`config.mk`:
```
export PLATFORM = sky130hd
export DESIGN_NAME = uart_tx_frame
export DESIGN_NICKNAME = d
export VERILOG_FILES = /design/src/rtl/uart_tx_pkg.sv /design/src/rtl/uart_tx_serializer.sv /design/src/rtl/uart_tx_frame.sv
export SDC_FILE = /design/constraint.sdc
export NUM_CORES = 1
export LEC_CHECK = 0
export CAP_MARGIN = 5
export CORE_MARGIN = 1.5
export CORE_UTILIZATION = 40
export DETAILED_ROUTE_END_ITERATION = 12
export SETUP_SLACK_MARGIN = 0.5
export SLEW_MARGIN = 10
export SYNTH_ARGS = -nofsm -noshare
export SYNTH_HDL_FRONTEND = slang
export SYNTH_SLANG_ARGS = --single-unit
```
`constraint.sdc`:
```
create_clock -name CLK -period 2.45 [get_ports CLK]
set_clock_uncertainty 0.2 [all_clocks]
set_input_delay 0.735 -clock CLK [delete_from_list [all_inputs] [get_ports CLK]]
set_output_delay 0.735 -clock CLK [all_outputs]
set_load 0.02 [all_outputs]
```
`src/rtl/uart_tx_pkg.sv`:
```
// rtl/uart_tx_pkg.sv - shared state encoding and constants for the UART transmit frame
package uart_tx_pkg;

  localparam int   DEFAULT_DATA_WIDTH = 8;
  localparam logic TX_IDLE            = 1'b1;

  typedef enum logic [2:0] {
    S_IDLE   = 3'd0,
    S_START  = 3'd1,
    S_DATA   = 3'd2,
    S_PARITY = 3'd3,
    S_STOP   = 3'd4
  } state_t;

endpackage

```
`src/rtl/uart_tx_serializer.sv`:
```
// rtl/uart_tx_serializer.sv - LSB-first shift register and bit counter for the UART data bits
module uart_tx_serializer
  import uart_tx_pkg::*;
#(
  parameter int DATA_WIDTH = DEFAULT_DATA_WIDTH
) (
  input  logic                  clk,
  input  logic                  rst_n,
  input  logic                  load,
  input  logic                  shift_en,
  input  logic [DATA_WIDTH-1:0] data_in,
  output logic                  ser_bit,
  output logic                  ser_done
);

  localparam int CW = (DATA_WIDTH > 1) ? $clog2(DATA_WIDTH) : 1;

  logic [DATA_WIDTH-1:0] shreg;
  logic [CW-1:0]         cnt;

  always_ff @(posedge clk or negedge rst_n) begin
    if (!rst_n) begin
      shreg <= '0;
      cnt   <= '0;
    end else if (load) begin
      shreg <= data_in;
      cnt   <= '0;
    end else if (shift_en) begin
      shreg <= {1'b0, shreg[DATA_WIDTH-1:1]};
      cnt   <= cnt + CW'(1);
    end
  end

  // ser_bit is the bit the line will carry after this edge, so it looks one ahead while shifting.
  assign ser_bit  = shift_en ? shreg[1] : shreg[0];
  assign ser_done = (cnt == CW'(DATA_WIDTH - 1));

endmodule

```
`src/rtl/uart_tx_frame.sv`:
```
// rtl/uart_tx_frame.sv - UART transmit frame sequencer: start, data LSB-first, optional parity, stop
module uart_tx_frame
  import uart_tx_pkg::*;
#(
  parameter int DATA_WIDTH = DEFAULT_DATA_WIDTH
) (
  input  logic                  CLK,
  input  logic                  RST,
  input  logic [DATA_WIDTH-1:0] P_DATA,
  input  logic                  Data_Valid,
  input  logic                  PAR_EN,
  input  logic                  par_bit,
  output logic                  TX_OUT,
  output logic                  Busy
);

  state_t state;
  logic   par_q;
  logic   par_en_q;
  logic   load;
  logic   shift_en;
  logic   ser_bit;
  logic   ser_done;

  assign load     = (state == S_IDLE) && Data_Valid;
  assign shift_en = (state == S_DATA) && !ser_done;

  uart_tx_serializer #(
    .DATA_WIDTH(DATA_WIDTH)
  ) u_ser (
    .clk      (CLK),
    .rst_n    (RST),
    .load     (load),
    .shift_en (shift_en),
    .data_in  (P_DATA),
    .ser_bit  (ser_bit),
    .ser_done (ser_done)
  );

  // Outputs are registered with the state so TX_OUT/Busy always describe the current state.
  always_ff @(posedge CLK or negedge RST) begin
    if (!RST) begin
      state    <= S_IDLE;
      TX_OUT   <= TX_IDLE;
      Busy     <= 1'b0;
      par_q    <= 1'b0;
      par_en_q <= 1'b0;
    end else begin
      case (state)
        S_IDLE: begin
          if (Data_Valid) begin
            state    <= S_START;
            TX_OUT   <= 1'b0;
            Busy     <= 1'b1;
            par_en_q <= PAR_EN;
          end
        end
        S_START: begin
          // First cycle in which the upstream registered parity matches the accepted byte.
          par_q  <= par_bit;
          TX_OUT <= ser_bit;
          state  <= S_DATA;
        end
        S_DATA: begin
          if (!ser_done) begin
            TX_OUT <= ser_bit;
          end else if (par_en_q) begin
            TX_OUT <= par_q;
            state  <= S_PARITY;
          end else begin
            TX_OUT <= TX_IDLE;
            state  <= S_STOP;
          end
        end
        S_PARITY: begin
          TX_OUT <= TX_IDLE;
          state  <= S_STOP;
        end
        S_STOP: begin
          TX_OUT <= TX_IDLE;
          Busy   <= 1'b0;
          state  <= S_IDLE;
        end
        default: begin
          TX_OUT <= TX_IDLE;
          Busy   <= 1'b0;
          state  <= S_IDLE;
        end
      endcase
    end
  end

endmodule

```
* Yosys cells after proc, flatten, opt, wreduce, memory -nomap -nowiden
Index checks and enable logic that the tools add are counted.
** Word-level totals
- Flip-flop bits (word level) :: 18
- Bits in latches :: 0
- Memory bits (writable) :: 0
- ROM bits :: 0
- Output and inout bits :: 2
- Logic and storage cells :: 39
- Memories kept :: 0
** Cells by class
- $add $sub $neg :: 1
- $mul :: 0
- Divide/modulo/power cells :: 0
- Order comparisons :: 0
- Equality and inequality tests :: 6
- Shift operators :: 0
- Multiplexer cells :: 15
- Bitwise logic cells :: 1
- Reduce and logical (&&, ||, !) cells :: 9
** Operators with widths (count)
- 2-to-1 mux 8 bit :: 2
- 2-to-1 mux 3 bit :: 5
- one-hot mux 3 bit (4 select lines) :: 1
- == test 3 x 2 -> 1 bit (second input constant) :: 2
- AND reduction 2 bit :: 3
- 2-to-1 mux 1 bit :: 5
- != test 2 bit (second input constant) :: 2
- adder 3 x 1 -> 3 bit (second input constant) :: 1
- == test 3 x 1 -> 1 bit (second input constant) :: 1
- == test 3 bit (second input constant) :: 1
- zero test 3 bit :: 1
- one-hot mux 1 bit (3 select lines) :: 1
- OR reduction 3 bit :: 1
- logical AND 1 bit :: 2
- one-hot mux 1 bit (2 select lines) :: 1
- nonzero test 2 bit :: 1
- zero test 1 bit :: 1
- NOT 1 bit :: 1

* Depth between registers and ports, before layout
- Depth after elaboration :: 6
- Depth in mapped cells :: 6

* By module
Synthesis repeated with hierarchy kept, for this count alone.
** Second synthesis, totals
- Cells, all modules :: 75
- Area total of the unflattened synthesis :: 853.3 µm²
** By module, submodules not included
- uart_tx_serializer :: instances 1, cells an instance 44, area an instance 509.2 µm², seq. area each 275.3 µm²
- uart_tx_frame :: instances 1, cells an instance 31, area an instance 344.1 µm², seq. area each 176.4 µm²

* Least setup slack after synthesis
No wires, ideal clock.
- Path type :: register to register
- Start point :: register u_ser.cnt[0]
- End point :: register TX_OUT
- Library setup time :: 0.089 ns
- Arrival :: 1.792 ns
- Setup slack :: 0.369 ns
- Cell stages (with the launch flop) :: 7
- Cells stage by stage :: dfrtp_1 > ha_1 > ha_1 > or4b_1 > buf_2 > mux2i_1 > a211oi_1
** Between the ends
- Longest elaborated chain between the ends :: 6
** RTL lines
- start: declaration :: line uart_tx_serializer.sv:19 : logic [CW-1:0] cnt;
- start signal: assignment :: line uart_tx_serializer.sv:30 : cnt <= cnt + CW'(1);
- == test 3 bit (*) :: line uart_tx_serializer.sv:36 : assign ser_done = (cnt == CW'(DATA_WIDTH - 1));
- zero test 1 bit
- logical AND 1 bit :: line uart_tx_frame.sv:26 : assign shift_en = (state == S_DATA) && !ser_done;
- 2-to-1 mux 1 bit :: line uart_tx_serializer.sv:35 : assign ser_bit = shift_en ? shreg[1] : shreg[0];
- 2-to-1 mux 1 bit :: line uart_tx_frame.sv:65 : if (!ser_done) begin
- one-hot mux 1 bit (3 select lines) (*) :: line uart_tx_frame.sv:49 : case (state)
- end signal: assignment :: line uart_tx_frame.sv:61 : TX_OUT <= ser_bit;
- end signal: assignment :: line uart_tx_frame.sv:66 : TX_OUT <= ser_bit;
- end signal: assignment :: line uart_tx_frame.sv:68 : TX_OUT <= par_q;
- end: declaration :: line uart_tx_frame.sv:13 : output logic TX_OUT,
Mark *: on every way between the ends. The rest lies on a longest branch, timed or not.
A chain may end at the register's enable or synchronous reset.

* Worst setup path in the final report
Ends and elaborated chain as after synthesis.

==> impl_results.md <==
- Initial antenna violation count: 0
- Final Cell Area: 0.00119 sq mm
- DRT iter0 DRCs: 10
- Cell Rows: 16
- Endpoints failing setup: 0
- Synth Register Bits: 18
- Power per cell area: 1170 mW/mm^2
- Tcrit/Tclk final: 0.816
- Clock slew at reported path FFs: 0.10 ns
- GR Layer Usage met2: 0.241
- CTS buffer count: 3
- Post-Syn Instances: 83
- Worst EP arrival: 2.01 ns
- Number of flops mapped to enable cells by yosys: 0
- Global-route wire length before repair: 3.01 mm
- Worst-Skew Late Latency: 0.29 ns
- Hold_buf cts: 0
- Via density: 5.23
- Clock Path Buffers: 2
- DP Cell Count: 125
- Mux cell area share after synthesis: 0.0354
- Full die area: 0.00250 sq mm
- Worst R2R Start: u_ser.cnt[0]
- Setup Crit Path Kind: register to register
- Worst IR Drop VDD: 0.000560 V
- Rel. slew slack: 0.678
- Vias in the first global route: 662
- WP data required: 2.47 ns
- Initial core utilization: 0.437
- Met1 GRT Util: 0.220
- Setup TNS: 0 ns
- End-of-flow core utilization: 0.587
- Fin cells: 133
- Placed Area: 0.00109 sq mm
- Layout cell share with drive strength beyond 1: 0.292
- Post-Route WL: 1.89 mm
- Core area: 0.00202 sq mm
- Critical-path maximum fanout: 4
- Min cycle time layout: 2.00 ns
- Worst hold start: Busy
- GRT Overall Usage: 0.161
- Share of the yosys chip area belonging to registers: 0.511
- Synthesis Warnings: 0
- GRT busiest layer: met2
- Setup crit end kind: register
- P_leak: 0.513 nW
- Top_reg_cell synth: dfrtp_1
- Tightest Hold Check Type: register to register
- Syn Area/Cell: 10.7 sq um
- Unrepaired setup endpoints after global routing: yes
- CTS tree: yes
- Root buf cell: clkbuf_4
- F_max: 0.500 GHz
- Post-synthesis cell area: 885 sq um
- Combinational family with the most area after synthesis: simple AND/OR/NAND/NOR gates
- Least-Margin Pin Slew: 0.484 ns
- Drc violations: 0
- R2R cell count: 5
- Post-Synth XOR/XNOR Area: 0
- Met3 usage: 0.0545
- GPL Wtd Cong: 0.791
- Detail Placement HPWL: 1.24 mm
- Mapped Nets: 98
- Post-synthesis compound-gate area fraction: 0.157
- Total Nets Final: 122
- Via count: 695
- Worst hold stages: 2
- DRT antenna net count: 0
- Final hold viol count: 0
- Synth unique cells: 31
- Most frequent cells in the layout: dfrtp_1 (17), clkdlybuf4s50_1 (11), buf_4 (9)
- Gr ovfl total: 0
- Layout area overhead: 34.1%
- Reg2reg end: TX_OUT
- Final Max Tran Viols: 0
- CTS sink cnt: 18
- R2R setup slack: 0.45 ns
- Die width: 50.0 um
- Worst Hold Endpoint: Busy
- Chip height: 50.0 um
- Boundary Pins: 15
- Overall power: 1.39 mW
- Largest net degree at the start of global routing: 13
- Commonest non-fill, non-tap cell in the layout: dfrtp_1
- Startpoint types: register
- Synth Area in Adders: 0.0283
- Port Buffers: 14
- Average wire per standard cell: 14.2 um
- Post-Synth Simple-Gate Area: 0.219
- Max-cap violations: 0
- Post-synth ARST share: 1.00
- Status: finished, final reports clean
- CTS H-tree depth: 1
- Pre-antenna DRT Iters: 4
- Ant diodes: 0
how the worst max path moves through the flow:
| stage | startpoint | to | slack [ns] | cells after the start |
|---|---|---|---|---|
| after floorplan | u_ser.cnt[0] | TX_OUT | 0.45 | 6 |
| after global placement | Data_Valid | u_ser.cnt[0] | 0.06 | 4 |
| after detailed placement | Data_Valid | u_ser.shreg[2] | 0.04 | 4 |
| after CTS | TX_OUT | TX_OUT | 0.35 | 1 |
| after global routing | u_ser.cnt[0] | u_ser.shreg[0] | 0.41 | 5 |
| final | u_ser.cnt[0] | TX_OUT | 0.45 | 5 |
cell families after synthesis:
group	count (synthesis)
multiplexers	3
flip-flops	18
adder cells (fa/ha/maj)	2
AND/OR/NAND/NOR	31
AO/OA/AOI/OAI	20
buffers and inverters	9
what timing repair did:
item                                    4_1_cts  5_1_grt
cloned                                        0        0
resized for setup                             7       14
buffers inserted                              4        0
pin swaps                                     4        3
endpoints found under the setup margin       13        8
metrics by stage:
step | setup WS [ns] | hold WS, ns
3_3_place_gp | 0.0637 | 0.291
4_1_cts | 0.351 | 0.308
3_5_place_dp | 0.0353 | 0.288
6_report | 0.451 | 0.309
5_1_grt | 0.406 | 0.349
2_1_floorplan | 0.454 | 0.239
flip-flops by register name (all words and copies together) (netlist names):
name         count
TX_OUT           1
u_ser.cnt        3
par_en_q         1
par_q            1
state            3
u_ser.shreg      8
Busy             1
cell usage after synthesis (2+ instances only):
| master | number | area, sq um |
|---|---|---|
| nand2_1 | 9 | 33.8 |
| o21ai_0 | 3 | 15.0 |
| a31oi_1 | 2 | 12.5 |
| or4b_1 | 2 | 20.0 |
| a21oi_1 | 4 | 20.0 |
| a22oi_1 | 3 | 22.5 |
| a221o_1 | 2 | 20.0 |
| nor2_1 | 9 | 33.8 |
| inv_1 | 4 | 15.0 |
| clkbuf_1 | 2 | 7.51 |
| a22o_1 | 2 | 17.5 |
| ha_1 | 2 | 25.0 |
| buf_2 | 2 | 10.0 |
| nor4b_4 | 2 | 47.6 |
| dfrtp_1 | 17 | 425 |
| mux2i_1 | 2 | 20.0 |
| nor3_1 | 2 | 10.0 |
cell type report:
| type | count | area (sq um) |
|---|---|---|
| fill | 179 | 836 |
| sequential | 18 | 452 |
| multi-input combinational | 56 | 452 |
| timing repair buffer | 24 | 208 |
| tap | 27 | 33.8 |
| clock buffer | 4 | 26.3 |
| inverter | 4 | 15.0 |
layer usage:
layer | up-vias | routed length, um
met5 | - | 0
met4 | 0 | 11
met3 | 2 | 96
met2 | 17 | 926
met1 | 330 | 853
li1 | 346 | -
where the power goes:
part           internal [mW]  switching, mW  total [mW]
combinational          0.349          0.337       0.685
clock                 0.0634         0.0901       0.154
sequential             0.435          0.114       0.549
critical path: stages, from the launching register on:
cell	delay (ns)
dfrtp_1	0.41
ha_2	0.19
ha_4	0.16
or4b_4	0.56
mux2i_2	0.19
a211oi_2	0.20
(Power assumes the default switching activity.)
